<file path="src/rtl/jtframe_debug_view.sv">
// Debug value overlay: captures an 8-bit core value once per frame, at
// vblank start, and draws it as two hex digits with a 3x5 font, scaled 2x2,
// over the video stream. A changed value is drawn yellow for 31 frames,
// otherwise white, on a darkened background box.
// Ports:
//   clk, rst_n            clock, async active-low reset
//   pxl_cen               pixel clock enable
//   view_data             value to show (sampled at vblank start)
//   view_en               overlay enable (0 = pass-through, 1 px delay)
//   freeze                hold the shown value
//   rin, gin, bin         core colour in
//   lhbl, lvbl            active-low blanking (1 = active video)
//   rout, gout, bout      registered colour out
module jtframe_debug_view #(
  parameter int unsigned COLORW = 4,
  parameter logic [8:0]  ROW    = 9'd40,
  parameter logic [8:0]  COL    = 9'd128
) (
  input  logic              clk,
  input  logic              rst_n,
  input  logic              pxl_cen,
  input  logic [7:0]        view_data,
  input  logic              view_en,
  input  logic              freeze,
  input  logic [COLORW-1:0] rin,
  input  logic [COLORW-1:0] gin,
  input  logic [COLORW-1:0] bin,
  input  logic              lhbl,
  input  logic              lvbl,
  output logic [COLORW-1:0] rout,
  output logic [COLORW-1:0] gout,
  output logic [COLORW-1:0] bout
);

  localparam int unsigned CW  = 9;
  localparam int unsigned HLW = 5;

  logic [CW-1:0]     hcnt, vcnt;
  logic              lhbl_l, lvbl_l;
  logic [7:0]        shown;
  logic [HLW-1:0]    hl_cnt;

  logic [CW-1:0]     dx, dy;
  logic              in_box, pix_on, show;
  logic [3:0]        digit;
  logic [1:0]        gx;
  logic [2:0]        gy;
  logic [14:0]       glyph;
  logic [2:0]        row_bits;
  logic [COLORW-1:0] r_nx, g_nx, b_nx;

  // 3x5 font, one octal digit per row, top row first, MSB = left column
  function automatic logic [14:0] font(input logic [3:0] d);
    case (d)
      4'h0:    font = 15'o75557;
      4'h1:    font = 15'o26227;
      4'h2:    font = 15'o71747;
      4'h3:    font = 15'o71717;
      4'h4:    font = 15'o55711;
      4'h5:    font = 15'o74717;
      4'h6:    font = 15'o74757;
      4'h7:    font = 15'o71111;
      4'h8:    font = 15'o75757;
      4'h9:    font = 15'o75717;
      4'hA:    font = 15'o75755;
      4'hB:    font = 15'o65656;
      4'hC:    font = 15'o74447;
      4'hD:    font = 15'o65556;
      4'hE:    font = 15'o74647;
      default: font = 15'o74644;
    endcase
  endfunction

  // Raster counters and blanking edge detectors
  always_ff @(posedge clk or negedge rst_n) begin
    if (!rst_n) begin
      hcnt   <= '0;
      vcnt   <= '0;
      lhbl_l <= 1'b0;
      lvbl_l <= 1'b0;
    end else if (pxl_cen) begin
      lhbl_l <= lhbl;
      lvbl_l <= lvbl;
      hcnt   <= lhbl ? hcnt + CW'(1) : '0;
      if (!lvbl)
        vcnt <= '0;
      else if (lhbl && !lhbl_l)
        vcnt <= vcnt + CW'(1);
    end
  end

  // Frame-synchronous capture; compare uses the value before the update
  always_ff @(posedge clk or negedge rst_n) begin
    if (!rst_n) begin
      shown  <= '0;
      hl_cnt <= '0;
    end else if (pxl_cen && lvbl_l && !lvbl) begin
      if (!freeze)
        shown <= view_data;
      if (!freeze && view_data != shown)
        hl_cnt <= HLW'(31);
      else if (hl_cnt != '0)
        hl_cnt <= hl_cnt - HLW'(1);
    end
  end

  // Box geometry and glyph lookup; 2x2 screen pixels per font pixel
  always_comb begin
    dx     = hcnt - COL;
    dy     = vcnt - ROW;
    in_box = (dx < CW'(16)) && (dy < CW'(10));
    digit  = dx[3] ? shown[3:0] : shown[7:4];
    gx     = dx[2:1];
    gy     = dy[3:1];
    glyph  = font(digit);
    case (gy)
      3'd0:    row_bits = glyph[14:12];
      3'd1:    row_bits = glyph[11:9];
      3'd2:    row_bits = glyph[8:6];
      3'd3:    row_bits = glyph[5:3];
      default: row_bits = glyph[2:0];
    endcase
    case (gx)
      2'd0:    pix_on = row_bits[2];
      2'd1:    pix_on = row_bits[1];
      2'd2:    pix_on = row_bits[0];
      default: pix_on = 1'b0;   // inter-digit gap
    endcase
    show = view_en && lhbl && lvbl && in_box;
  end

  // Output colour selection
  always_comb begin
    r_nx = rin;
    g_nx = gin;
    b_nx = bin;
    if (show) begin
      if (pix_on) begin
        r_nx = '1;
        g_nx = '1;
        b_nx = (hl_cnt == '0) ? '1 : '0;
      end else begin
        r_nx = rin >> 1;
        g_nx = gin >> 1;
        b_nx = bin >> 1;
      end
    end
  end

  always_ff @(posedge clk or negedge rst_n) begin
    if (!rst_n) begin
      rout <= '0;
      gout <= '0;
      bout <= '0;
    end else if (pxl_cen) begin
      rout <= r_nx;
      gout <= g_nx;
      bout <= b_nx;
    end
  end

endmodule
</file>
<file path="config.mk">
export PLATFORM = sky130hd
export DESIGN_NAME = jtframe_debug_view
export DESIGN_NICKNAME = d
export VERILOG_FILES = /design/src/rtl/jtframe_debug_view.sv
export SDC_FILE = /design/constraint.sdc
export NUM_CORES = 1
export LEC_CHECK = 0
export BUFFER_PORTS_ARGS = -buffer_cell sky130_fd_sc_hd__buf_2
export CORE_ASPECT_RATIO = 1.2
export CORE_UTILIZATION = 50
export DETAILED_ROUTE_END_ITERATION = 16
export PLACE_DENSITY = 0.79
export SKIP_LAST_GASP = 1
export SLEW_MARGIN = 20
export SYNTH_ARGS = -nofsm -noshare
export SYNTH_HDL_FRONTEND = slang
export SYNTH_SLANG_ARGS = --single-unit
</file>
<file path="constraint.sdc">
create_clock -name clk -period 3.4 [get_ports clk]
set_clock_uncertainty 0.05 [all_clocks]
set_input_delay 0.68 -clock clk [delete_from_list [all_inputs] [get_ports clk]]
set_output_delay 0.68 -clock clk [all_outputs]
set_load 0.01 [all_outputs]
</file>
After elaboration in Yosys (flattened, before gate mapping) --
Memory sizes are Yosys's and may differ from the RTL's. Index checks and enable logic that the tools add are counted.
Storage, ports and cells: memories 1, logic and storage cells 59, register bits after elaboration 45, ROM bits 240, output and inout port bits 12
Memories:
- (name not given) | depth 16, width 15, read ports 1, clocked after memory_dff 0, write ports 0, RTL line 54 | case (d)
Operators by class: bitwise gates (word level) 1, multiplexer cells 15, reductions and logical operators 19, equality and inequality tests 7, add/subtract/negate cells 5, order comparisons 2
Operators by type and width (count):
- $mux W4 | 8
- $mux W9 | 3
- $add A9 B1 Y9 const B | 2
- $pmux W3 S4 | 1
- $mux W5 | 2
- $lt A9 B4 Y1 const B | 1
- $lt A9 B5 Y1 const B | 1
- $sub A9 B6 Y9 const B | 1
- $sub A9 B8 Y9 const B | 1
- $logic_and A1 B1 Y1 | 8
- $ne A8 B8 Y1 | 1
- $eq A3 B2 Y1 const B | 2
- $reduce_and A2 Y1 | 3
- $logic_not A5 Y1 | 1
- $reduce_bool A5 Y1 | 1
- $sub A5 B1 Y5 const B | 1
- $eq A3 B1 Y1 const B | 1
- $logic_not A1 Y1 | 3
- $logic_not A3 Y1 | 1
- $pmux W1 S3 | 1
- $eq A2 B1 Y1 const B | 1
- $eq A2 B2 Y1 const B | 1
- $logic_not A2 Y1 | 1
- $ne A2 B1 Y1 const B | 1
- 2 further kinds | 2

Depth between registers and ports, before layout --
An unclocked memory read counts as a cell.
depth in word-level cells 7, mapped depth 11, depth with buffers taken out 10

Least setup slack after synthesis --
OpenSTA, ideal clock, no wires.
path type reg-to-reg, start register hcnt[3], end register bout[2], path slack 0.627 ns, arrival time 2.597 ns, setup time 0.126 ns, stages on the path, launching flop included 11, data required time 3.224 ns, period minus slack after synthesis 2.773 ns, path through dfrtp_1 -> mux2_2 -> inv_1 -> ha_1 -> nor4b_1 -> a311oi_1 -> a2111oi_0 -> o311ai_0 -> o2111ai_1 -> a21oi_1 -> a311o_1
Between the ends: cells in the longest elaborated chain, start to end 7
RTL lines:
- start, declared | RTL line 38 | logic [CW-1:0] hcnt, vcnt;
- start signal, assigned | RTL line 84 | hcnt <= lhbl ? hcnt + CW'(1) : '0;
- $sub A9 B8 Y9 * | RTL line 109 | dx = hcnt - COL;
- $mux W4 | RTL line 112 | digit = dx[3] ? shown[3:0] : shown[7:4];
- $mem_v2 Z16 W15
- $pmux W3 S4 | RTL line 116 | case (gy)
- $pmux W1 S3 | RTL line 123 | case (gx)
- $mux W4 | RTL line 138 | if (pix_on) begin
- $mux W4 * | RTL line 137 | if (show) begin
- end signal, assigned | RTL line 158 | bout <= b_nx;
- end, declared | RTL line 32 | output logic [COLORW-1:0] bout
Every way passes the cells marked *; elsewhere a longest branch is shown, timed or not. A chain may end at the register's enable or synchronous reset.

Worst setup path in the final report --
Ends and elaborated chain as after synthesis.

==> results.py <==
metrics = {
    "outcome": {
        "status": "finished clean",
    },
    "clock_network": {
        "post_cts_buffers": 0,
        "hold_buffers": 0,
        "cts_tree": "built",
        "clockBufferDepth": 2,
        "root_buffer": "clkbuf_8",
        "clkSinkCount": 45,
        "ctsResizeCount": 0,
        "clk_pin_slew_ns": 0.09,
        "clk_latency_ns": 0.30,
        "cts_max_level": 2,
        "cts_buffers": 5,
    },
    "run": {
        "maxCapViolCount": 0,
    },
    "min_path": {
        "hp-class": "input pin to asynchronous set/reset pin",
    },
    "critical_path": {
        "r2r_slack_ns": 0.29,
        "regToRegEndpoint": "bout[2]$_DFFE_PN0P_",
        "path_max_fanout": 7,
        "worstPathRequired_ns": 3.53,
        "crit_path_end_kind": "register",
        "reg2regPathDepth": 10,
        "arrival_ns": 3.25,
        "path_class": "register to register",
        "cp-start-kind": "register",
        "reg2reg_from": "hcnt[3]$_DFFE_PN0P_",
    },
    "global_routing": {
        "antenna_found_initial": 0,
        "grt_pass1_wl_um": 11270,
        "grt_pass1_vias": 2509,
        "grt_usage_pct": 22.90,
        "grt_overflow_total": 0,
        "grt_max_degree": 46,
    },
    "cells_and_area": {
        "final-instance-count-excl-fill": 439,
        "antenna_cells": 0,
        "fin_util_pct": 57.57,
        "fin_nets": 398,
        "syn_to_final_growth_pct": 11.07,
        "drive_gt1_share_pct": 18.66,
    },
    "floorplanning": {
        "start_util_pct": 51.83,
        "ios": 39,
        "num_rows": 30,
        "die_y_um": 85.97,
        "coreArea_um2": 5668,
        "die_area_um2": 6188,
        "die_w_um": 71.98,
    },
    "pwr": {
        "leakage_nw": 1.343,
        "irDropWorstVdd_mv": 0.2517,
        "powerDensity_nw_per_um2": 475.5,
    },
    "detailed_routing": {
        "ant_nets": 0,
        "drt_wl_total_um": 6580,
        "drcViolationCount": 0,
        "initialDrtViolationCount": 112,
        "dr.pass1.iters": 5,
        "routedWlPerCell_um": 14.99,
        "vias": 2548,
        "viasPerCell": 5.804,
    },
    "timing": {
        "rsz0062_at_grt": "false",
        "fin_setup_tns_ns": 0,
        "slew_viol_final": 0,
        "worst_pin_slew_ns": 0.6642,
        "fin_crit_ns": 3.112,
        "hold_viol": 0,
        "max_freq_mhz": 321.3,
        "setup_viol": 0,
        "period_share_pct": 91.53,
        "slew_headroom_pct": 55.55,
    },
    "logic_synthesis": {
        "synth_top_area_share_pct": 38.33,
        "yosysWarningCount": 0,
        "syn_inst": 326,
        "synthMuxAreaShare_pct": 8.901,
        "synth_enable_flop_cells": 0,
        "synth.area.top_cells": "dfrtp_1 (38%), ha_1 (5.5%), mux2_2 (5.0%), nor2_1 (4.5%), xor2_1 (3.9%)",
        "synth_common_cells": "dfrtp_1 (45), nor2_1 (35), nand2_1 (27)",
        "synth_top_area_cell": "dfrtp_1",
        "yosysMostFrequentCell": "dfrtp_1",
        "synthSimpleGateAreaFrac_pct": 17.93,
        "avgSynthCellArea_um2": 9.012,
        "ys_seq_elements": 45,
        "syn_area_um2": 2938,
        "ys_seq_area_share_pct": 38.33,
        "synth_cell_types": 52,
        "synth_top_family_by_area": "simple AND/OR/NAND/NOR gates",
        "synthFlopType": "dfrtp_1",
        "synth_compound_area_share_pct": 17.67,
        "synth_nets": 366,
        "synthAdderAreaFrac_pct": 5.537,
        "synth-xor-area-share_pct": 5.664,
        "ys_async_sr_fraction_pct": 100.0,
    },
    "place": {
        "hpwlAfterDp_um": 4773,
        "port_buffers": 38,
        "placed_cells": 431,
        "gp_congestion": 0.9935,
    },
}
[through the flow]
stage	setup slack [ns]	hold WS, ns	cell area, um^2	power (W)
after floorplan	0.6268	0.3344	2938	0.001080
after global placement	0.5171	0.4388	3173	0.001198
after detailed placement	0.3667	0.4317	3173	0.001216
after CTS	0.3039	0.4491	3261	0.001555
after global routing	0.1162	0.3765	3263	0.001655
final	0.2879	0.3208	3263	0.001552
[registers in the layout (all words and copies together) (netlist names)]
register and flops:
bout 4, gout 4, hcnt 9, hl_cnt 5
lhbl_l 1, lvbl_l 1, rout 4, shown 8
vcnt 9
[worst max path at each step]
stage	from	to	slack, ns
2_1_floorplan	hcnt[3]$_DFFE_PN0P_	bout[2]$_DFFE_PN0P_	0.63
3_3_place_gp	hcnt[3]$_DFFE_PN0P_	bout[2]$_DFFE_PN0P_	0.52
3_5_place_dp	hcnt[3]$_DFFE_PN0P_	bout[2]$_DFFE_PN0P_	0.37
4_1_cts	hcnt[3]$_DFFE_PN0P_	bout[2]$_DFFE_PN0P_	0.30
5_1_grt	hcnt[3]$_DFFE_PN0P_	bout[2]$_DFFE_PN0P_	0.12
6_report	hcnt[3]$_DFFE_PN0P_	bout[2]$_DFFE_PN0P_	0.29
[power breakdown]
| part | internal [W] | leakage (nW) | total, W | switching (W) |
|---|---|---|---|---|
| Clock | 0.000145 | 0.0374 | 0.000333 | 0.000188 |
| Sequential | 0.000611 | 0.546 | 0.000721 | 0.000111 |
| Combinational | 0.000213 | 0.760 | 0.000498 | 0.000285 |
[cell families after synthesis]
logic type	Yosys count
multiplexers	24
AO/OA/AOI/OAI	77
XOR/XNOR	19
buffers and inverters	40
adder cells (fa/ha/maj)	13
AND/OR/NAND/NOR	108
flip-flops	45
[layout by cell type, fill, tap and decap left out, drive strengths merged, types with 4 or more instances in the layout]
cell,Yosys,final
nor4,4,4
xnor2,6,6
nand4,7,7
dfrtp,45,45
clkbuf,10,6
mux2i,10,10
a31oi,12,12
inv,22,22
xor2,13,13
a211oi,7,7
o21ai,20,20
ha,13,13
nand2,27,27
o22ai,4,4
nand3,12,12
mux2,14,14
buf,8,43
a21oi,11,11
nor2b,5,5
nor2,35,35
nor3,4,4
[final cells by class]
| cell class | instances | area [um^2] |
|---|---|---|
| clock buffers | 6 | 72.57 |
| clock inverters | 2 | 15.01 |
| fillers | 491 | 2405 |
| inverters | 22 | 82.58 |
| multi-input cells | 241 | 1637 |
| flip-flops and latches | 45 | 1126 |
| well taps | 80 | 100.1 |
| repair buffers | 43 | 230.2 |
[routing by layer]
metal	wire length, um	track usage [%]	part of all wire [%]	vias up
li1	-	-	-	1236
met1	2764	28.09	42	1199
met2	3294	39.02	50	88
met3	328	4.700	5.0	25
met4	193	9.447	2.9	0
met5	0	0	0	-
[worst max-delay path: stages (launching register included)]
cell and delay [ns]:
dfrtp_1 0.43, mux2_2 0.42, inv_1 0.12, ha_1 0.28
nor4b_1 0.25, a311oi_1 0.10, a2111oi_0 0.42, o311ai_0 0.23
o2111ai_1 0.20, a21oi_1 0.15, a311o_1 0.34
Note: power is estimated with default switching activity, not from simulation.
